<file path="src/rtl/ddr_pixel_in_packer.sv">
// Streams one frame of DEPTH pixels from the direction BRAMs as 9*DATA_WIDTH-bit AXIS beats.
// Latency: start -> rd_en +1 cycle -> tvalid +3 cycles; 1 beat/clock when tready is held high.
// Backpressure: a 2-entry FIFO absorbs stalls; reads are issued only while a FIFO slot is guaranteed.
module ddr_pixel_in_packer #(
    parameter int DATA_WIDTH    = 16,
    parameter int DEPTH         = 2500,
    parameter int ADDRESS_WIDTH = 12
) (
    input  logic                         m00_axis_aclk,
    input  logic                         m00_axis_aresetn,
    input  logic                         start,
    output logic                         busy,
    output logic                         done,
    output logic                         rd_en,
    output logic [ADDRESS_WIDTH-1:0]     rd_addr,
    input  logic [DATA_WIDTH-1:0]        n_in,
    input  logic [DATA_WIDTH-1:0]        null_in,
    input  logic [DATA_WIDTH-1:0]        ne_in,
    input  logic [DATA_WIDTH-1:0]        e_in,
    input  logic [DATA_WIDTH-1:0]        se_in,
    input  logic [DATA_WIDTH-1:0]        s_in,
    input  logic [DATA_WIDTH-1:0]        sw_in,
    input  logic [DATA_WIDTH-1:0]        w_in,
    input  logic [DATA_WIDTH-1:0]        nw_in,
    output logic                         m00_axis_tvalid,
    output logic [9*DATA_WIDTH-1:0]      m00_axis_tdata,
    output logic [9*DATA_WIDTH/8-1:0]    m00_axis_tstrb,
    output logic                         m00_axis_tlast,
    input  logic                         m00_axis_tready
);

    localparam int TW = 9 * DATA_WIDTH;
    localparam logic [ADDRESS_WIDTH-1:0] LAST_ADDR = ADDRESS_WIDTH'(DEPTH - 1);

    typedef enum logic [1:0] {S_IDLE, S_RUN, S_DRAIN, S_DONE} state_t;

    state_t                    state;
    state_t                    state_nxt;
    logic [TW-1:0]             fifo_dat [2];
    logic [1:0]                fifo_last;
    logic                      wr_ptr;
    logic                      rd_ptr;
    logic [1:0]                count;
    logic                      inflight;
    logic                      inflight_last;
    logic                      pop;
    logic                      issue_last;
    logic [2:0]                occ_after;
    logic [TW-1:0]             bram_dat;

    // Direction values packed LSB first: n, null, ne, e, se, s, sw, w, nw.
    assign bram_dat = {nw_in, w_in, sw_in, s_in, se_in, e_in, ne_in, null_in, n_in};

    assign m00_axis_tvalid = (count != 2'd0);
    assign m00_axis_tdata  = fifo_dat[rd_ptr];
    assign m00_axis_tlast  = fifo_last[rd_ptr];
    assign m00_axis_tstrb  = '1;
    assign pop             = m00_axis_tvalid & m00_axis_tready;
    assign issue_last      = rd_en && (rd_addr == LAST_ADDR);

    // Occupancy after this edge, counting the read whose data lands on it.
    assign occ_after = {1'b0, count} + {2'b00, inflight} - {2'b00, pop};

    // Next-state, read issue, and status outputs.
    always_comb begin
        state_nxt = state;
        rd_en     = 1'b0;
        done      = 1'b0;
        busy      = 1'b1;
        case (state)
            S_IDLE: begin
                busy = 1'b0;
                if (start) state_nxt = S_RUN;
            end
            S_RUN: begin
                rd_en = (occ_after < 3'd2);
                if (rd_en && (rd_addr == LAST_ADDR)) state_nxt = S_DRAIN;
            end
            S_DRAIN: begin
                if (occ_after == 3'd0) state_nxt = S_DONE;
            end
            S_DONE: begin
                done      = 1'b1;
                state_nxt = S_IDLE;
            end
            default: state_nxt = S_IDLE;
        endcase
    end

    // State register, read address counter and read-latency tracking.
    always_ff @(posedge m00_axis_aclk or negedge m00_axis_aresetn) begin
        if (!m00_axis_aresetn) begin
            state         <= S_IDLE;
            rd_addr       <= '0;
            inflight      <= 1'b0;
            inflight_last <= 1'b0;
        end else begin
            state         <= state_nxt;
            inflight      <= rd_en;
            inflight_last <= issue_last;
            if (state == S_DONE)
                rd_addr <= '0;
            else if (rd_en && !issue_last)
                rd_addr <= rd_addr + ADDRESS_WIDTH'(1);
        end
    end

    // FIFO pointers and occupancy; a push and pop together leave count unchanged.
    always_ff @(posedge m00_axis_aclk or negedge m00_axis_aresetn) begin
        if (!m00_axis_aresetn) begin
            wr_ptr    <= 1'b0;
            rd_ptr    <= 1'b0;
            count     <= 2'd0;
            fifo_last <= 2'b00;
        end else begin
            if (inflight) begin
                fifo_last[wr_ptr] <= inflight_last;
                wr_ptr            <= ~wr_ptr;
            end
            if (pop) rd_ptr <= ~rd_ptr;
            count <= count + {1'b0, inflight} - {1'b0, pop};
        end
    end

    // FIFO data storage captures BRAM output the cycle after each read.
    always_ff @(posedge m00_axis_aclk) begin
        if (inflight) fifo_dat[wr_ptr] <= bram_dat;
    end

endmodule

</file>
<file path="config.mk">
export PLATFORM = sky130hd
export DESIGN_NAME = ddr_pixel_in_packer
export DESIGN_NICKNAME = d
export VERILOG_FILES = /design/src/rtl/ddr_pixel_in_packer.sv
export SDC_FILE = /design/constraint.sdc
export NUM_CORES = 1
export LEC_CHECK = 0
export ABC_CLOCK_PERIOD_IN_PS = 7300
export BUFFER_PORTS_ARGS = -buffer_cell sky130_fd_sc_hd__buf_2
export CORE_MARGIN = 2
export CORE_UTILIZATION = 47
export DETAILED_ROUTE_END_ITERATION = 8
export PLACE_DENSITY = 0.76
export SETUP_SLACK_MARGIN = 0.1
export SYNTH_ARGS = -nofsm -noshare
export SYNTH_HDL_FRONTEND = slang
export SYNTH_SLANG_ARGS = --single-unit
</file>
<file path="constraint.sdc">
create_clock -name m00_axis_aclk -period 7.3 [get_ports m00_axis_aclk]
set_input_delay 0.73 -clock m00_axis_aclk [delete_from_list [all_inputs] [get_ports m00_axis_aclk]]
set_output_delay 0.73 -clock m00_axis_aclk [all_outputs]
set_load 0.02 [all_outputs]
</file>
Word-level counts from Yosys, hierarchy flattened
Memories as Yosys holds them, arrays and structs flattened.
Index checks and enable logic that the tools add are counted.
Cells by class
  eq/ne operators: 7
  bitwise operators: 3
  reductions and logical operators: 10
  $add $sub $neg: 5
  $lt $le $gt $ge: 4
  mux-type cells: 16
Operator list (count)
  two-way mux 12 bit: 2
  adder 12 x 1 -> 12 bit (second input constant): 1
  equality test 12 bit (second input constant): 1
  two-way mux 1 bit: 8
  one-hot mux 2 bit (4 select lines): 1
  two-way mux 2 bit: 3
  inequality test 2 bit (second input constant): 3
  equality test 2 bit (second input constant): 2
  logical AND 1 bit: 4
  less-than comparator 1 x 2 -> 1 bit (second input constant): 2
  nonzero test 2 bit: 2
  adder 2 x 1 -> 3 bit: 1
  zero test 3 bit: 1
  less-than comparator 3 x 2 -> 1 bit (second input constant): 1
  AND reduction 3 bit: 1
  subtractor 3 x 1 -> 3 bit: 1
  adder 2 x 1 -> 2 bit: 1
  bitwise mux 2 bit: 1
  equality test 2 x 1 -> 1 bit (second input constant): 1
  zero test 2 bit: 1
  inverter 1 bit: 2
  subtractor 2 x 1 -> 2 bit: 1
  AND 1 bit: 1
  demux 1 bit (select 1 bit): 1
  other kinds (2): 2
Word-level totals
  output and inout port bits: 179
  bits of input ports: 148
  word-level logic and storage cells: 54
  register bits after elaboration: 22
  bits in writable memories: 288
  memories kept: 1
Memories
  fifo_dat: words 2, bits a word 144, read ports 1, clocked after Yosys merged registers in 0, write ports 1, line 39  | logic [TW-1:0] fifo_dat [2];

Logic depth before layout (Yosys ltp)
  depth in word-level cells: 10
  gate-level depth with buffers: 11
  gate-level depth less buffers: 11

Worst setup path after synthesis
No wires, ideal clock.
  path type: register to register
  start: register inflight
  end: register fifo_last[0]
  cell stages (with the launch flop): 4
  setup time: 96 ps
  data required time: 7204 ps
  slack: -176 ps
  path buffers: 0
  period minus slack after synthesis: 7476 ps
  arrival time: 7380 ps
  cells stage by stage: dfrtp_1 inv_1 nor2_1 mux2_2
RTL lines
  from (decl): line 44  | logic inflight;
  from (signal assigned): line 99  | inflight <= rd_en;
  to (signal, indexed assignment): line 117  | fifo_last[wr_ptr] <= inflight_last;
  to (decl): line 40  | logic [1:0] fifo_last;

Final worst setup path
  start: register count[1]
  end: output port rd_en
Between the ends
  cells in the longest elaborated chain, start to end: 5
  elaborated cells between the ends (all ways): 6
  those cells by class: add/sub (2); order compare (1); mux (1); bitwise (1); reduce/logical (1)
RTL lines
  from (decl): line 43  | logic [1:0] count;
  from (signal assigned): line 121  | count <= count + {1'b0, inflight} - {1'b0, pop};
  nonzero test 2 bit: line 54  | assign m00_axis_tvalid = (count != 2'd0);
  AND 1 bit: line 58  | assign pop = m00_axis_tvalid & m00_axis_tready;
  net pop: line 46  | logic pop;
  subtractor 3 x 1 -> 3 bit: line 62  | assign occ_after = {1'b0, count} + {2'b00, inflight} - {2'b00, pop};
  less-than comparator 3 x 2 -> 1 bit: line 76  | rd_en = (occ_after < 3'd2);
  two-way mux 1 bit: line 70  | case (state)
  to (decl): line 14  | output logic rd_en,
The timed path passes the listed nets, and every way through them passes these cells.

==> impl_metrics.csv <==
group,metric,value,unit
outcome,status,"finished clean",
yosys,ys_async_sr_fraction,0.0710,
timing,finalSetupTns,0,ps
yosys,synth.largest_area_cell,"edfxtp_1",
timing,finalSetupViolCount,0,
floorplan,start_util,0.479,
setup_path,rrSetupSlack,3900,ps
clock_tree,hold_buffers,0,
setup_path,worstPathRequired,6570,ps
layout,drive_gt1_frac,0.542,
setup_path,rr_worst_depth,10,
power,clkPwrFrac,0.276,
timing,rsz0062_at_grt,"false",
grt,grt_usage,0.172,
clock_tree,path_clk_slew,60,ps
timing,layout_min_cycle_time,4070,ps
yosys,yosys.cell_count.top_type,"edfxtp_1",
layout,stdcell_count,1268,
detailed_routing,postRouteAntennaNets,0,
detailed_routing,dr.pass1.iters,4,
flow_run,drv_cap,0,
yosys,synth_flop_cell,"edfxtp_1",
power,internal_power,0.00401,W
setup_path,critPathMaxStageDelay,450,ps
clock_tree,cts.sinks,310,
floorplan,fp.dieW,162,um
detailed_routing,vias,6347,
setup_path,r2r_end,"state[1]",
setup_path,critPathKind,"flip-flop to output pin",
timing,fin_crit_sh,0.558,
setup_path,crit_path_max_fanout,7,
setup_path,reg2reg_from,"count[1]",
detailed_routing,vias_per_cell,5.01,
layout,fillers,1846,
power,power_density,401,nW/um^2
yosys,avgSynthCellArea,19.9,sq um
floorplan,die_area,26200,sq um
clock_tree,cts_tree,"yes",
timing,hold_viol,0,
place,io_buffers,308,
clock_tree,cts_buffers,34,
clock_tree,clock_latency,490,ps
power,swShare,0.317,
power,power_frac_seq,0.409,
grt,grt_max_degree,116,
power,worst_ir_drop_vdd,0.310,mV
grt,grt-ovfl-total,0,
timing,finClkSkew,8.93,ps
yosys,synth_edf_count,288,
clock_tree,post_cts_buffers,0,
detailed_routing,wl_per_cell,18.3,um
layout,syn2layout_area_growth,25.2,%
setup_path,crit_family,"adder cells",
clock_tree,htree_levels,2,
yosys,yosys-top-cells-count,"edfxtp_1 (288), mux2_2 (148), dfrtp_1 (22)",
place,dp.cells,1205,
place,hpwl,15.2,mm
clock_tree,cts_root_buf,"clkbuf_16",
yosys,synthTopCellsByArea,"edfxtp_1 (74%), mux2_2 (14%), dfrtp_1 (4.7%), buf_4 (1.2%), ha_1 (0.86%)",
setup_path,cp_slowest_cell,"xor2_1",
clock_tree,clk_path_buf_depth,3,
setup_path,end_kind,"output pin",
layout,finalNetCount,1074,
timing,slew_violations,0,
power,netSwitchingPower,0.00186,W
detailed_routing,drtIter0Drc,434,
floorplan,num_io_pins,327,
place,gp_congestion,0.828,
power,pwr-share-comb,0.315,
yosys,synth_area,11700,sq um
grt,antenna_found_initial,3,
grt,grt_pass1_vias,6511,
setup_path,cp.arrival,3340,ps
setup_path,crit_chain,"or2_2 > and2_1 > ha_1 > inv_1 > ha_1 > fa_1 > xor2_1 > nand2_1 > inv_1 > buf_2",
detailed_routing,drc_errors,0,
power,p_leak,5.57,nW
min_path,min_path_type,"primary input to asynchronous set/reset pin",
timing,max_clock_freq,0.245,GHz
floorplan,rows,57,
setup_path,startpoint_type,"flip-flop",
floorplan,fp.dieH,162,um
setup_path,crit_buf_inv,3,
detailed_routing,finalWirelength,23.2,mm
yosys,synth_seq_cells,310,
floorplan,core-area,24400,sq um
yosys,ys_seq_area_frac,0.787,
grt,grt_pass1_wl,35.0,mm
clock_tree,cts_resized,0,
yosys,synth_warnings,0,
yosys,yosysTopAreaCellShare,0.739,
timing,max_slew_margin,0.337,
yosys,synthDistinctLibCells,35,
yosys,syn_inst,587,
timing,tightest_slew,992,ps
==> per-stage QoR <==
stage	util	power [W]	instance area, sq um	hold slack (ps)	setup WS (ps)
global route	0.600	0.00614	14600	228	3060
CTS	0.600	0.00595	14600	200	3220
floorplan	-	0.00375	11800	434	2480
detailed placement	0.556	0.00431	13600	489	3680
finish	0.600	0.00587	14600	212	3230
global placement	0.556	0.00429	13600	483	3760
==> final cells by class <==
type	instances	area, sq um	area share
timing repair buffer	313	1590	0.109
sequential	310	9200	0.629
clock buffer	46	917	0.0627
inverter	9	33.8	0.00231
antenna	2	5.00	0.000342
clock inverter	15	148	0.0101
multi-input combinational	249	2330	0.159
tap	324	405	0.0277
==> routing by layer <==
| layer | track usage | wire length (um) | up-vias |
|---|---|---|---|
| met5 | 0 | 13 | - |
| met4 | 0.0539 | 544 | 2 |
| met3 | 0.0521 | 2010 | 42 |
| met2 | 0.294 | 11300 | 273 |
| met1 | 0.213 | 9290 | 3106 |
| li1 | - | - | 2924 |
==> how the worst max path moves through the flow <==
stage | start | end | slack, ps | depth (start not counted)
CTS | count[1] | rd_en | 3220 | 10
finish | count[1] | rd_en | 3230 | 10
floorplan | wr_ptr | fifo_last[0] | 2480 | 2
global route | count[1] | rd_en | 3060 | 10
global placement | m00_axis_tready | rd_en | 3760 | 10
detailed placement | m00_axis_tready | rd_en | 3680 | 10
==> worst register-to-register path, delay by kind of cell, from the launching register on <==
family	cells	cell delay, ps
AO/OA/AOI/OAI	1	380
flip-flops	1	420
XOR/XNOR	1	460
buffers and inverters	1	40
adder cells (fa/ha/maj)	3	870
multiplexers	1	370
AND/OR/NAND/NOR	3	750
==> cell families after synthesis <==
group,share of synthesized area
xor gates and xnor gates,0.00749
adders and majority gates,0.0103
AOI/OAI and AO/OA,0.00695
muxes,0.143
DFF,0.787
buffers and inverters,0.0202
and+or+nand+nor,0.0257
other,0.000321
==> power by group through the flow <==
stage | combinational (W) | sequential (W) | clock, W
floorplan | 0.00130 | 0.00245 | 0
global placement | 0.00186 | 0.00242 | 0
detailed placement | 0.00187 | 0.00244 | 0
CTS | 0.00188 | 0.00241 | 0.00166
global route | 0.00197 | 0.00243 | 0.00173
finish | 0.00185 | 0.00240 | 0.00162
==> layout by cell type, fill, tap and decap left out, types with 2 or more instances in the layout <==
cell type / count
a21oi_1: 6
and4b_1: 2
buf_2: 308
buf_4: 4
bufinv_16: 3
clkbuf_1: 11
clkbuf_16: 35
clkinv_1: 8
clkinv_2: 2
conb_1: 18
dfrtp_1: 21
diode_2: 2
edfxtp_1: 288
ha_1: 8
inv_1: 9
inv_6: 2
mux2_2: 148
nand2_1: 4
nand2b_1: 2
nand3_1: 6
nand4_1: 5
nor2_1: 10
nor4_1: 2
nor4b_1: 2
o21ai_0: 4
or3_1: 4
or4_1: 3
xnor2_1: 3
xor2_1: 7
==> registers in the layout (all words and copies together) (netlist names) <==
signal and cells:
fifo_dat 288, inflight 1, rd_addr 12, state 2, rd_ptr 1, fifo_last 2
inflight_last 1, count 2, wr_ptr 1
Power figures use the tool's default switching activity.
